==> src/rtl/capture_scheduler_pkg.sv <==
// capture_scheduler_pkg: state encoding and frame-buffer geometry shared with the buffer and tracker blocks
package capture_scheduler_pkg;

   localparam int DEF_ADDR_W       = 17;
   localparam int DEF_FRAME_PIXELS = 76800;

   localparam logic [2:0] ST_IDLE    = 3'd0;
   localparam logic [2:0] ST_ARM     = 3'd1;
   localparam logic [2:0] ST_CAPTURE = 3'd2;
   localparam logic [2:0] ST_PROCESS = 3'd3;
   localparam logic [2:0] ST_UPDATE  = 3'd4;

   function automatic logic [7:0] sat_inc8(input logic [7:0] v);
      return (v == 8'hff) ? v : v + 8'd1;
   endfunction

endpackage

==> src/rtl/capture_scheduler_sync.sv <==
// sync_edge: two-flop synchronizer with an edge register producing one-cycle rise/fall pulses
module sync_edge (
   input  logic clk,
   input  logic reset,
   input  logic async_in,
   output logic rise,
   output logic fall
);

   logic meta, sync, prev;

   // metastability filter followed by the previous-value register for edge detection
   always_ff @(posedge clk) begin
      if (reset) begin
         meta <= 1'b0;
         sync <= 1'b0;
         prev <= 1'b0;
      end else begin
         meta <= async_in;
         sync <= meta;
         prev <= sync;
      end
   end

   assign rise = sync & ~prev;
   assign fall = ~sync & prev;

endmodule

==> src/rtl/capture_scheduler.sv <==
// capture_scheduler: arms on frame enable, captures one camera frame, hands the buffer to the tracker, then updates DMX
module capture_scheduler
   import capture_scheduler_pkg::*;
#(
   parameter int ADDR_W        = DEF_ADDR_W,
   parameter int FRAME_PIXELS  = DEF_FRAME_PIXELS,
   parameter int TO_W          = 22,
   parameter int TRACK_TIMEOUT = 2000000
) (
   input  logic              clk,
   input  logic              reset,
   input  logic              vsync_in,
   input  logic              frame_enable,
   input  logic              pixel_valid,
   output logic              wr_en,
   output logic [ADDR_W-1:0] wr_addr,
   output logic              buf_owner,
   output logic              track_start,
   input  logic              track_done,
   output logic              dmx_update,
   input  logic              dmx_busy,
   output logic [7:0]        frames_dropped,
   output logic              timeout_flag,
   output logic [2:0]        state_dbg
);

   localparam logic [ADDR_W-1:0] FP_LIMIT = ADDR_W'(FRAME_PIXELS);
   localparam logic [TO_W-1:0]   WD_LAST  = TO_W'(TRACK_TIMEOUT - 1);

   logic [2:0]      state, state_nxt;
   logic [TO_W-1:0] wd;
   logic            v_fall, v_rise, fe_rise, fe_fall_unused;
   logic            room, wd_expired;

   sync_edge u_vsync (
      .clk      (clk),
      .reset    (reset),
      .async_in (vsync_in),
      .rise     (v_rise),
      .fall     (v_fall)
   );

   sync_edge u_fe (
      .clk      (clk),
      .reset    (reset),
      .async_in (frame_enable),
      .rise     (fe_rise),
      .fall     (fe_fall_unused)
   );

   assign room        = wr_addr < FP_LIMIT;
   assign wd_expired  = wd == WD_LAST;
   assign wr_en       = (state == ST_CAPTURE) && pixel_valid && room;
   assign buf_owner   = (state == ST_PROCESS) || (state == ST_UPDATE);
   assign track_start = (state == ST_PROCESS) && (wd == '0);
   assign dmx_update  = (state == ST_UPDATE) && !dmx_busy;
   assign state_dbg   = state;

   // next-state selection; track_done is checked before the watchdog so it wins a tie
   always_comb begin
      state_nxt = state;
      case (state)
         ST_IDLE:    state_nxt = fe_rise ? ST_ARM : ST_IDLE;
         ST_ARM:     state_nxt = v_fall ? ST_CAPTURE : ST_ARM;
         ST_CAPTURE: state_nxt = (v_rise || !room) ? ST_PROCESS : ST_CAPTURE;
         ST_PROCESS: state_nxt = track_done ? ST_UPDATE : (wd_expired ? ST_IDLE : ST_PROCESS);
         ST_UPDATE:  state_nxt = dmx_busy ? ST_UPDATE : ST_IDLE;
         default:    state_nxt = ST_IDLE;
      endcase
   end

   // state register
   always_ff @(posedge clk) begin
      if (reset) state <= ST_IDLE;
      else       state <= state_nxt;
   end

   // write address restarts at frame start and stops at the frame size because wr_en drops there
   always_ff @(posedge clk) begin
      if (reset)                             wr_addr <= '0;
      else if ((state == ST_ARM) && v_fall)  wr_addr <= '0;
      else if (wr_en)                        wr_addr <= wr_addr + 1'b1;
   end

   // watchdog is zero on the PROCESS entry cycle and counts while the tracker runs
   always_ff @(posedge clk) begin
      if (reset)                    wd <= '0;
      else if (state != ST_PROCESS) wd <= '0;
      else                          wd <= wd + 1'b1;
   end

   // sticky tracker timeout, cleared only by reset
   always_ff @(posedge clk) begin
      if (reset)                                                   timeout_flag <= 1'b0;
      else if ((state == ST_PROCESS) && !track_done && wd_expired) timeout_flag <= 1'b1;
   end

   // enables that arrive while a cycle is in flight are counted, saturating at 255
   always_ff @(posedge clk) begin
      if (reset)                           frames_dropped <= 8'd0;
      else if (fe_rise && state != ST_IDLE) frames_dropped <= sat_inc8(frames_dropped);
   end

endmodule
==> config.mk <==
export PLATFORM = sky130hd
export DESIGN_NAME = capture_scheduler
export DESIGN_NICKNAME = d
export VERILOG_FILES = /design/src/rtl/capture_scheduler_pkg.sv /design/src/rtl/capture_scheduler_sync.sv /design/src/rtl/capture_scheduler.sv
export SDC_FILE = /design/constraint.sdc
export NUM_CORES = 1
export LEC_CHECK = 0
export ABC_CLOCK_PERIOD_IN_PS = 2500
export BUFFER_PORTS_ARGS = -buffer_cell sky130_fd_sc_hd__buf_2
export CORE_UTILIZATION = 50
export CTS_BUF_LIST = sky130_fd_sc_hd__clkbuf_4
export DETAILED_ROUTE_END_ITERATION = 10
export HOLD_SLACK_MARGIN = 0.15
export PLACE_DENSITY = 0.83
export SETUP_SLACK_MARGIN = 0.1
export SLEW_MARGIN = 20
export SYNTH_ARGS = -nofsm -noshare
export SYNTH_HDL_FRONTEND = slang
export SYNTH_HIERARCHICAL = 1
export SYNTH_SLANG_ARGS = --single-unit
export TNS_END_PERCENT = 20
==> constraint.sdc <==
create_clock -name clk -period 2.5 [get_ports clk]
set_input_delay 0.375 -clock clk [delete_from_list [all_inputs] [get_ports clk]]
set_output_delay 0.375 -clock clk [all_outputs]
set_load 0.005 [all_outputs]
==> out/metrics.json <==
{
  "postRouteAntennaNets": 0,
  "worst_ir_drop_vdd_mv": 0.290,
  "most_common_library_cell_in_the_layout_ignoring_fill_and_taps": "dfxtp_1",
  "hold_buffers": 0,
  "design.final.nets": 361,
  "clock_power_share_pct": 35.4,
  "clockBufferDepth": 2,
  "final.min_clock_period_ps": 2140,
  "area_delta_synth_final_pct": 13.4,
  "status": "finished, final reports clean",
  "totalPowerFinal_w": 0.00146,
  "place_area_um2": 2940,
  "min_path_type": "in -> reg",
  "holdWs_ps": 190,
  "max_freq_mhz": 466,
  "port_buffers": 39,
  "htree_levels": 3,
  "clk_transition_reported_paths_ps": 100,
  "hold_violations": 0,
  "synth_warnings": 6,
  "syn_avg_cell_area_um2": 8.75,
  "hpwl_mm": 3.85,
  "seq_power_share_pct": 62.6,
  "sequential_cell_area_um2": 1140,
  "first_pass_iters": 4,
  "commonest_cells_after_routing_fill_and_taps_aside": "dfxtp_1 (57), buf_2 (39), nor2_1 (34), a21oi_1 (20)",
  "combinationalPowerShare_pct": 2.0,
  "finish.cell_count_without_fillers": 425,
  "post_cts_resize_count": 0,
  "worstPathRequired_ps": 2120,
  "viasPerCell": 5.61,
  "grt_pass1_wl_mm": 8.80,
  "power_leakage_nw": 1.14,
  "antennaDiodeCount": 0,
  "routed-via-count": 2386,
  "drv_cap": 0,
  "worstMarginPinSlew_ps": 643,
  "cts_sinks": 57,
  "placed_cells_incl_taps": 409,
  "critical_path_peak_fanout": 8,
  "power.share.switching_pct": 23.2,
  "floorplan_row_count": 26,
  "cts_setup_buffers": 0,
  "design.core.area_um2": 5140,
  "globalRoute.totalOverflow": 0,
  "num_io_pins": 40,
  "globalplace.congestion": 0.891,
  "clock_tree.root_cell": "clkbuf_4",
  "power.internal_w": 0.00112,
  "detail_route.drc_violations": 0,
  "tritoncts": "built",
  "cp_data_arrival_time_ps": 1770,
  "sum_of_negative_setup_slack_ps": 0,
  "grt_start_max_net_pins": 24,
  "report.final.setup_viol": 0,
  "die_width_um": 75.3,
  "detailedRoute.firstIterationViolations": 101,
  "dieArea_um2": 5670,
  "synthesis.area_um2": 2690,
  "fillers": 488,
  "number_of_global_route_vias_before_repair": 2014,
  "die_height_um": 75.3,
  "final_routed_wirelength_across_all_metal_layers_mm": 5.47,
  "antenna_found_initial": 0,
  "final.setup_skew_ps": 9.46,
  "timing.critical_path.from_type": "flip-flop",
  "cts-buffers-inserted": 9,
  "clk-insertion-delay-late_ps": 390,
  "drive_gt1_share_pct": 18.6,
  "max-slew-margin-rel_pct": 56.8,
  "postLayoutCellArea_um2": 3050,
  "multiInputGateArea_um2": 1480,
  "setup.worst_path.end_class": "primary output",
  "netsw_w": 0.000340,
  "critical_path_class": "reg -> out",
  "cells_after_synth": 307,
  "power_density_nw_per_um2": 481,
  "wl_per_cell_um": 12.9,
  "grt.total_usage_pct": 20.7,
  "mappedNetlistNets": 318,
  "rsz_0062_raised_after_global_routing": "false",
  "initial_core_util_pct": 52.2,
  "report.final.slew_viol_count": 0,
  "final_min_period_over_clock_period_pct": 85.8
}
critical path, stage by stage, from the launching register on:
cell	delay [ps]
dfxtp_1	400
nor4_1	250
nand3_1	150
or3_1	340
nor2_1	120
buf_2	120
area by class of cell:
| type | count | area share (%) |
|---|---|---|
| Sequential cell | 57 | 37.5 |
| Multi-Input combinational cell | 234 | 48.7 |
| Timing Repair Buffer | 40 | 6.66 |
| Tap cell | 70 | 2.88 |
| Clock inverter | 6 | 0.822 |
| Inverter | 8 | 0.986 |
| Clock buffer | 10 | 2.47 |
power by group through the flow:
| stage | combinational [W] | clock, W | sequential [W] |
|---|---|---|---|
| 2_1_floorplan | 0.0000196 | 0 | 0.000935 |
| 3_3_place_gp | 0.0000292 | 0 | 0.000938 |
| 3_5_place_dp | 0.0000297 | 0 | 0.000938 |
| 4_1_cts | 0.0000296 | 0.000542 | 0.000917 |
| 5_1_grt | 0.0000331 | 0.000572 | 0.000918 |
| 6_report | 0.0000295 | 0.000519 | 0.000917 |
metrics by stage:
step,utilization (%),worst slack (ps)
floorplan,-,711
global route,59.3,143
CTS,59.2,344
finish,59.3,356
global placement,57.2,636
detailed placement,57.2,586
registers in the layout (all words and copies together) (netlist names):
register and count:
wd 22, wr_addr 17, frames_dropped 8, state_dbg 3, timeout_flag 1, u_fe/meta 1
u_fe/prev 1, u_fe/sync 1, u_vsync/meta 1, u_vsync/prev 1, u_vsync/sync 1
per-layer routing:
| metal | global-route usage (%) | wire length (µm) | up-vias |
|---|---|---|---|
| met2 | 30.4 | 2430 | 60 |
| met1 | 28.4 | 2690 | 1099 |
| met3 | 4.15 | 233 | 11 |
| li1 | - | - | 1216 |
| met5 | 0 | 0 | - |
| met4 | 11.5 | 114 | 0 |
final timing paths:
kind | startpoint | end | slack, ps | cells past startpoint
setup / recovery | wd[13] | track_start | 360 | 5
hold / removal | vsync_in | u_vsync/meta | 190 | 2
setup reg to reg | wd[0] | wd[16] | 550 | 5
hold reg to reg | u_vsync/meta | u_vsync/sync | 460 | 1
Note: power is estimated with default switching activity, not from simulation.
